### src/rtl/extrema_pkg.sv
// extrema_pkg: shared types and neighbourhood constants for the extrema scanner
package extrema_pkg;
  typedef enum logic [1:0] {IDLE, ISSUE, WAIT, EVAL} state_t;
  localparam int NEIGHBOURS = 9;
  localparam int CENTRE_IDX = 4;
  localparam int OTHERS = 2 * NEIGHBOURS - 1;
  localparam int K_W = 4;
  localparam int DX [NEIGHBOURS] = '{-1, 0, 1, -1, 0, 1, -1, 0, 1};
  localparam int DY [NEIGHBOURS] = '{-1, -1, -1, 0, 0, 0, 1, 1, 1};
endpackage

### src/rtl/extrema_compare.sv
// extrema_compare: strict signed compare of a centre sample against all 17 neighbours
module extrema_compare
  import extrema_pkg::*;
#(
  parameter int BIT_DEPTH = 9
) (
  input  logic signed [BIT_DEPTH-1:0] centre,
  input  logic signed [BIT_DEPTH-1:0] others [OTHERS],
  output logic                        is_max,
  output logic                        is_min
);
  // any tie with a neighbour clears both flags
  always_comb begin
    is_max = 1'b1;
    is_min = 1'b1;
    for (int i = 0; i < OTHERS; i++) begin
      is_max = is_max & (centre > others[i]);
      is_min = is_min & (centre < others[i]);
    end
  end
endmodule

### src/rtl/extrema_scan_ctrl.sv
// extrema_scan_ctrl: sweeps interior pixels of a DoG layer pair and flags local extrema
module extrema_scan_ctrl
  import extrema_pkg::*;
#(
  parameter int BIT_DEPTH = 9,
  parameter int DIMENSION = 4,
  parameter int READ_LATENCY = 2,
  localparam int AW = $clog2(DIMENSION * DIMENSION),
  localparam int CW = $clog2(DIMENSION)
) (
  input  logic                        clk_in,
  input  logic                        rst_in,
  input  logic                        start,
  output logic [AW-1:0]               first_address,
  input  logic signed [BIT_DEPTH-1:0] first_data,
  output logic [AW-1:0]               second_address,
  input  logic signed [BIT_DEPTH-1:0] second_data,
  output logic                        keypoint_valid,
  output logic [CW-1:0]               keypoint_x,
  output logic [CW-1:0]               keypoint_y,
  output logic                        busy,
  output logic                        done
);
  if (DIMENSION < 3) begin : g_dim_check
    $error("extrema_scan_ctrl: DIMENSION must be >= 3");
  end
  if (READ_LATENCY < 1 || READ_LATENCY > 16) begin : g_lat_check
    $error("extrema_scan_ctrl: READ_LATENCY must be 1..16");
  end
  state_t state, state_n;
  logic [CW-1:0] x, y, x_n, y_n, kx_n, ky_n;
  logic [K_W-1:0] k, k_n, k_idx;
  logic kv_n, done_n, last, is_max, is_min;
  logic [K_W-1:0] kd [READ_LATENCY];
  logic [READ_LATENCY-1:0] vd;
  logic signed [BIT_DEPTH-1:0] s1 [NEIGHBOURS];
  logic signed [BIT_DEPTH-1:0] s2 [NEIGHBOURS];
  logic signed [BIT_DEPTH-1:0] others [OTHERS];
  assign busy = state != IDLE;
  assign second_address = first_address;
  assign k_idx = k < K_W'(NEIGHBOURS) ? k : '0;
  assign last = x == CW'(DIMENSION - 2) && y == CW'(DIMENSION - 2);
  // neighbourhood address, only driven while issuing reads
  always_comb begin
    first_address = state == ISSUE
      ? AW'((int'(y) + DY[k_idx]) * DIMENSION + int'(x) + DX[k_idx]) : '0;
  end
  // every sample except the first-layer centre, both layers
  always_comb begin
    for (int i = 0; i < NEIGHBOURS - 1; i++) others[i] = s1[i < CENTRE_IDX ? i : i + 1];
    for (int i = 0; i < NEIGHBOURS; i++) others[NEIGHBOURS - 1 + i] = s2[i];
  end
  extrema_compare #(.BIT_DEPTH(BIT_DEPTH)) u_compare (
    .centre(s1[CENTRE_IDX]),
    .others(others),
    .is_max(is_max),
    .is_min(is_min)
  );
  // next-state, counter advance and keypoint/done pulse generation
  always_comb begin
    state_n = state;
    x_n = x;
    y_n = y;
    k_n = k;
    kx_n = keypoint_x;
    ky_n = keypoint_y;
    kv_n = 1'b0;
    done_n = 1'b0;
    unique case (state)
      IDLE: begin
        state_n = start ? ISSUE : IDLE;
        x_n = start ? CW'(1) : x;
        y_n = start ? CW'(1) : y;
        k_n = '0;
      end
      ISSUE: begin
        state_n = k == K_W'(NEIGHBOURS - 1) ? WAIT : ISSUE;
        k_n = k == K_W'(NEIGHBOURS - 1) ? '0 : k + 1'b1;
      end
      WAIT: begin
        state_n = k == K_W'(READ_LATENCY - 1) ? EVAL : WAIT;
        k_n = k == K_W'(READ_LATENCY - 1) ? '0 : k + 1'b1;
      end
      EVAL: begin
        kv_n = is_max | is_min;
        kx_n = kv_n ? x : keypoint_x;
        ky_n = kv_n ? y : keypoint_y;
        done_n = last;
        state_n = last ? IDLE : ISSUE;
        k_n = '0;
        x_n = x == CW'(DIMENSION - 2) ? CW'(1) : x + 1'b1;
        y_n = x == CW'(DIMENSION - 2) ? y + 1'b1 : y;
      end
      default: state_n = IDLE;
    endcase
  end
  // FSM, scan counters and registered outputs
  always_ff @(posedge clk_in or posedge rst_in) begin
    if (rst_in) begin
      state <= IDLE;
      x <= '0;
      y <= '0;
      k <= '0;
      keypoint_valid <= 1'b0;
      keypoint_x <= '0;
      keypoint_y <= '0;
      done <= 1'b0;
    end else begin
      state <= state_n;
      x <= x_n;
      y <= y_n;
      k <= k_n;
      keypoint_valid <= kv_n;
      keypoint_x <= kx_n;
      keypoint_y <= ky_n;
      done <= done_n;
    end
  end
  // offset index follows each read through the BRAM latency and steers the returned samples
  always_ff @(posedge clk_in or posedge rst_in) begin
    if (rst_in) begin
      vd <= '0;
      for (int i = 0; i < READ_LATENCY; i++) kd[i] <= '0;
      for (int i = 0; i < NEIGHBOURS; i++) begin
        s1[i] <= '0;
        s2[i] <= '0;
      end
    end else begin
      vd[0] <= state == ISSUE;
      kd[0] <= k;
      for (int i = 1; i < READ_LATENCY; i++) begin
        vd[i] <= vd[i-1];
        kd[i] <= kd[i-1];
      end
      if (vd[READ_LATENCY-1]) begin
        s1[kd[READ_LATENCY-1]] <= first_data;
        s2[kd[READ_LATENCY-1]] <= second_data;
      end
    end
  end
endmodule

### config.mk
export PLATFORM = sky130hd
export DESIGN_NAME = extrema_scan_ctrl
export DESIGN_NICKNAME = d
export VERILOG_FILES = /design/src/rtl/extrema_pkg.sv /design/src/rtl/extrema_compare.sv /design/src/rtl/extrema_scan_ctrl.sv
export SDC_FILE = /design/constraint.sdc
export NUM_CORES = 1
export LEC_CHECK = 0
export BUFFER_PORTS_ARGS = -buffer_cell sky130_fd_sc_hd__buf_4
export CORE_ASPECT_RATIO = 0.75
export CORE_MARGIN = 2
export CORE_UTILIZATION = 45
export DETAILED_ROUTE_END_ITERATION = 8
export PLACE_DENSITY_LB_ADDON = 0.05
export SLEW_MARGIN = 20
export SYNTH_ARGS = -nofsm -noshare
export SYNTH_HDL_FRONTEND = slang
export SYNTH_SLANG_ARGS = --single-unit
### constraint.sdc
create_clock -name clk_in -period 7.25 [get_ports clk_in]
set_clock_uncertainty 0.05 [all_clocks]
set_input_delay 1.45 -clock clk_in [delete_from_list [all_inputs] [get_ports clk_in]]
set_output_delay 1.45 -clock clk_in [all_outputs]
set_load 0.02 [all_outputs]
Word-level counts from Yosys, hierarchy flattened
Memories as Yosys holds them, arrays and structs flattened.
Cells that the tools add are included.

storage, ports and cells
  flip-flop bits (word level) = 188
  ROM bits = 1,024
  input bits = 21
  output and inout bits = 15
  logic and storage cells = 153
  memories kept = 2

memory list
  name              words  width  rd ports  clocked after memory_dff  write ports  line                     RTL
  (name not given)  16     32     1         0                         0            extrema_scan_ctrl.sv:46  ? AW'((int'(y) + DY[k_idx]) * DIMENSION + int'(x) + DX[k_idx]) : '0;
  (name not given)  16     32     1         0                         0            extrema_scan_ctrl.sv:46

cells by class
  add/sub/neg operators = 6
  $lt $le $gt $ge = 38
  equal/unequal tests = 9
  muxes and demuxes = 25
  bitwise logic cells = 35
  reductions and logical operators = 9

operators with widths
  cell                   count
  $bwmux W81             2
  $gt A9 B9 Y1           17
  $lt A9 B9 Y1           17
  $demux W9 S4           1
  $and A1 B1 Y1          32
  $mux W4                6
  $mux W2                6
  $pmux W4 S3            1
  $ge A5 B5 Y1 const B   2
  $not A4 Y5             2
  $mux W9                1
  $eq A2 B2 Y1 const B   4
  $pmux W2 S2            2
  $pmux W2 S4            1
  $lt A5 B1 Y1 const B   1
  $mux W1                5
  $add A2 B1 Y2 const B  2
  $add A4 B1 Y4 const B  1
  $add A4 B3 Y4          1
  $add A4 B4 Y4          1
  $eq A4 B1 Y1 const B   1
  $eq A4 B4 Y1 const B   1
  $lt A4 B4 Y1 const B   1
  $ne A2 B2 Y1 const B   2
  9 further kinds        12

Depth between registers and ports, before layout
  word-level depth = 19
  gate-level depth with buffers = 17
  gate-level depth less buffers = 16

Hierarchy
Synthesis repeated with hierarchy kept, for this count alone.

unflattened totals
  cells, all modules = 1,056
  area total of the unflattened synthesis = 11,439.7 µm²

by module, submodules not included
  module             times used  cells each  area each (µm²)  seq. area each (µm²)
  extrema_scan_ctrl  1           486         7,444.6          4,704.5
  extrema_compare    1           570         3,995.1          0.0

Worst setup path after synthesis
Ideal clock, no wire load.

  kind = register to output
  start = reg k[0]
  end = out second_address[3]
  arrival = 2.979 ns
  required time = 5.750 ns
  setup slack = 2.771 ns
  stages on the path, launching flop included = 17
  path buffers = 1
  path through = dfrtp_1 -> inv_1 -> ha_1 -> nand2b_1 -> nand2_1 -> nand2_1 -> inv_1 -> ha_1 -> o211ai_1 -> inv_1 -> ha_1 -> a21o_1 -> a21oi_1 -> xnor2_1 -> xnor2_1 -> nor2_1 -> buf_4

between the ends
  longest elaborated chain between the ends = 10
  elaborated cells between the ends (all ways) = 13
  those cells by class = add/sub (3); order compare (1); mux (6); bitwise (1); memory (2)

RTL lines
  item                                        line                      RTL
  start: declaration                          extrema_scan_ctrl.sv:32   logic [K_W-1:0] k, k_n, k_idx;
  start signal: assignment                    extrema_scan_ctrl.sv:112  k <= k_n;
  $lt A4 B4 Y1                                extrema_scan_ctrl.sv:41   assign k_idx = k < K_W'(NEIGHBOURS) ? k : '0;
  $mux W4 *                                   extrema_scan_ctrl.sv:41
  $not A4 Y5 (not written as such) *          extrema_scan_ctrl.sv:46
  $mem_v2 Z16 W32                             -
  $mux W2 (not written as such) (2 in a row)  extrema_scan_ctrl.sv:46
  $add A2 B2 Y2                               extrema_scan_ctrl.sv:46
  $add A4 B3 Y4                               extrema_scan_ctrl.sv:46
  $add A4 B4 Y4 *                             extrema_scan_ctrl.sv:46
  $mux W4 *                                   extrema_scan_ctrl.sv:46
  end: declaration                            extrema_scan_ctrl.sv:16   output logic [AW-1:0] second_address,

Every way passes the cells marked *; elsewhere a longest branch is shown, timed or not. The select of a mux whose other input is x is not followed.

Final worst setup path
  start = reg k[0]
  end = out first_address[3]

between the ends
  longest elaborated chain between the ends = 10
  elaborated cells between the ends (all ways) = 13
  those cells by class = add/sub (3); order compare (1); mux (6); bitwise (1); memory (2)

RTL lines
  item                                        line                     RTL
  $lt A4 B4 Y1                                extrema_scan_ctrl.sv:41
  $mux W4 *                                   extrema_scan_ctrl.sv:41
  $not A4 Y5 (not written as such) *          extrema_scan_ctrl.sv:46
  $mem_v2 Z16 W32                             -
  $mux W2 (not written as such) (2 in a row)  extrema_scan_ctrl.sv:46
  $add A2 B2 Y2                               extrema_scan_ctrl.sv:46
  $add A4 B3 Y4                               extrema_scan_ctrl.sv:46
  $add A4 B4 Y4 *                             extrema_scan_ctrl.sv:46
  $mux W4 *                                   extrema_scan_ctrl.sv:46
  end: declaration                            extrema_scan_ctrl.sv:14  output logic [AW-1:0] first_address,

Marks and branches as above.

==> flow_summary.json <==
{
  "netlist_area_um2": 11400,
  "startpoint": "k[0]",
  "combPwrFrac_pct": 14.6,
  "nFillCells": 2392,
  "swShare_pct": 28.0,
  "synth-main-ff-cell": "dfrtp_1",
  "wirelength_mm": 28.8,
  "rsz0062_at_grt": "no",
  "cts.sinks": 188,
  "overflow": 0,
  "relSlewSlack_pct": 28.0,
  "cp_slowest_cell": "dfrtp_1",
  "core_area_um2": 24900,
  "syn_area_per_cell_um2": 10.0,
  "cpPeakStageDelay_ns": 0.45,
  "holdCritPathClass": "reg2reg",
  "synth_edf_count": 0,
  "rows": 50,
  "r2r_slack_ns": 3.69,
  "grt_max_degree": 96,
  "finalMaxSlewViolations": 0,
  "port_buffers": 35,
  "gp_congestion": 0.796,
  "hold_buffers": 0,
  "synth_nets": 1325,
  "fp.dieH_um": 142,
  "synth.distinct_cells": 49,
  "seq_area_um2": 4700,
  "synth-seq-cells": 188,
  "cp-end-kind": "primary output",
  "multi_input_area_um2": 5880,
  "die_w_um": 188,
  "postRouteAntennaNets": 0,
  "track_usage_pct": 23.1,
  "place_hpwl_mm": 20.1,
  "crit_arrival_ns": 3.40,
  "cts_setup_buffers": 0,
  "intPower_mw": 1.71,
  "cts_tree": "built",
  "setup_viol": 0,
  "layout.nets": 1353,
  "synth_top_family_by_area": "adder cells",
  "fin_crit_ns": 4.90,
  "dpl_cell_area_um2": 12000,
  "seq_area_frac_synth_pct": 41.3,
  "top_layer_used": "met4",
  "dieArea_um2": 26600,
  "clkPwrFrac_pct": 38.2,
  "tightestPinTransition_ns": 1.08,
  "worstSetupStartpointType": "flip-flop",
  "detail_route.wl_per_cell_um": 19.0,
  "clock-root-buffer": "clkbuf_16",
  "cts_resized": 0,
  "grt_pass1_wl_mm": 45.8,
  "wl_met2_mm": 12.3,
  "initial_core_util_pct": 45.8,
  "setup_tns_ns": 0,
  "numCtsBuffers": 17,
  "diodes": 0,
  "synthToLayoutAreaGrowth_pct": 10.5,
  "drt_iter0_drc": 486,
  "dp_slack_ns": 2.78,
  "muxShareOfSynthArea_pct": 10.3,
  "reg2regPathDepth": 10,
  "p_leak_nw": 6.02,
  "viasPerCell": 5.25,
  "met3_length_um": 929,
  "first_pass_iters": 5,
  "max_cap_violations": 0,
  "p_seq_share_pct": 47.2,
  "finalCritPeriodShare_pct": 67.5,
  "clk_latency_ns": 0.45,
  "final_area_um2": 12600,
  "synthAdderAreaFrac_pct": 18.2,
  "synth-simple-area-share_pct": 11.8,
  "status": "completed",
  "vdd_ir_drop_max_v": 0.000173,
  "netlist_instances": 1139,
  "total_power_mw": 2.37,
  "drive_gt1_share_pct": 16.4,
  "r2r_end": "keypoint_x[1]",
  "r2r_start": "s1[44]",
  "grt_pass1_vias": 7781,
  "fmax_mhz": 204,
  "powerDensity_nw_per_um2": 188,
  "crit_fanout": 7,
  "async_reset_ff_share_pct": 100,
  "drc": 0,
  "critPathKind": "reg2out",
  "ios": 36,
  "setup_slack_ns": 2.35,
  "clk_pin_slew_worst_paths_ns": 0.07,
  "crit_path_end": "first_address[3]",
  "final-hold-violation-count": 0,
  "drt-met1-wl_mm": 15.4,
  "net-switching-power_mw": 0.662,
  "cts.path.max_buffers": 2,
  "cts_max_level": 4,
  "path_cells": "inv_1, ha_1, nand2b_1, nand2_1, nand2_1, inv_1, ha_1, o211ai_1, inv_1, ha_1, a21o_1, a21oi_1, xnor2_1, xnor2_1, nor2_1, buf_4",
  "synth_xor_area_share_pct": 0.615,
  "synth_compound_area_share_pct": 10.6,
  "vias": 7965,
  "critPathRequiredTime_ns": 5.75,
  "yosysWarnings": 0,
  "antenna_found_initial": 0
}
[cells in the final DEF, fill, tap and decap left out, types with 12 or more instances in the layout]
| cell | n |
|---|---|
| mux2_2 | 98 |
| inv_1 | 166 |
| nand2_1 | 100 |
| nand3_1 | 28 |
| o211ai_1 | 13 |
| nand2b_1 | 14 |
| nand4_1 | 23 |
| a211oi_1 | 12 |
| dfrtp_1 | 188 |
| clkbuf_16 | 17 |
| buf_4 | 50 |
| a21oi_1 | 34 |
| nor2_1 | 38 |
| ha_1 | 164 |
| nor2b_1 | 13 |
| o21ai_0 | 80 |
| nor3_1 | 19 |
[sequential cells by signal, indices dropped and copies added (netlist names), named ones only]
register,count
others,153
s1,9
kd,8
k,4
keypoint_x,2
keypoint_y,2
vd,2
x,2
y,2
done,1
keypoint_valid,1
state,1
[per-stage QoR]
stage               utilization, %  hold slack [ns]  cells
floorplan                        -            0.281   1139
global placement              48.3            0.287   1484
detailed placement            48.3            0.286   1485
CTS                           50.5            0.301   1517
global route                  50.6            0.305   1518
finish                        50.6            0.298   1518
[layout make-up]
type / count / area share (%)
clock buffers: 19 / 3.44
clock inverters: 13 / 0.934
repair buffers: 52 / 3.16
flip-flops and latches: 188 / 37.4
well taps: 338 / 3.36
multi-input cells: 741 / 46.7
inverters: 167 / 5.04
[per-layer routing]
layer	vias to the layer above	track usage (%)
met1	3865	34.6
met4	0	4.72
met5	-	0
li1	3993	-
met3	14	3.71
met2	93	35.1
[synthesized netlist by cell type, types with 4 or more instances]
library cell    n  area, um^2
dfrtp_1       188        4700
inv_1         167         627
ha_1          164        2050
nand2_1       100         375
mux2_2         98        1100
o21ai_0        80         400
nor2_1         39         146
a21oi_1        34         170
nand3_1        28         140
clkbuf_1       23        86.3
nand4_1        23         144
nor3_1         19        95.1
clkbuf_2       16        80.1
nand2b_1       14        87.6
nor2b_1        13        81.3
o211ai_1       13        97.6
a211oi_1       12        90.1
nor3b_1        10        75.1
a31oi_1         8        50.1
nand3b_1        8        60.1
o21a_1          8        60.1
o21bai_1        6        45.0
nor4_1          5        31.3
o22ai_1         5        31.3
xnor2_1         5        43.8
a2111oi_2       4        60.1
a211o_1         4        35.0
and3_1          4        25.0
buf_4           4        30.0
mux2_4          4        60.1
[worst min-delay path by stage]
stage               start     to  slack [ns]  cells after the start
global route        kd[7]  kd[3]        0.31                      0
floorplan           kd[4]  kd[0]        0.28                      0
finish              kd[7]  kd[3]        0.30                      0
global placement    kd[4]  kd[0]        0.29                      0
CTS                 kd[7]  kd[3]        0.30                      0
detailed placement  kd[7]  kd[3]        0.29                      0
[kinds of logic after synthesis]
group | after synthesis
multiplexers | 103
flip-flops | 188
AO/OA/AOI/OAI | 193
buffers and inverters | 210
adder cells (fa/ha/maj) | 165
AND/OR/NAND/NOR | 272
XOR/XNOR | 8
[worst max-delay path, delay by kind of cell (launching register included)]
kind	cells	cell delay (ns)
adder cells (fa/ha/maj)	3	0.78
AND/OR/NAND/NOR	4	0.37
AO/OA/AOI/OAI	3	0.68
buffers and inverters	4	0.42
XOR/XNOR	2	0.24
flip-flops	1	0.45
[power by group through the flow]
| stage | logic, mW | clock network [mW] | registers [mW] |
|---|---|---|---|
| after floorplan | 0.235 | 0 | 1.14 |
| after global placement | 0.342 | 0 | 1.14 |
| after detailed placement | 0.346 | 0 | 1.14 |
| after CTS | 0.348 | 0.930 | 1.12 |
| after global routing | 0.397 | 0.969 | 1.12 |
| final | 0.345 | 0.906 | 1.12 |
Power figures use the tool's default switching activity.
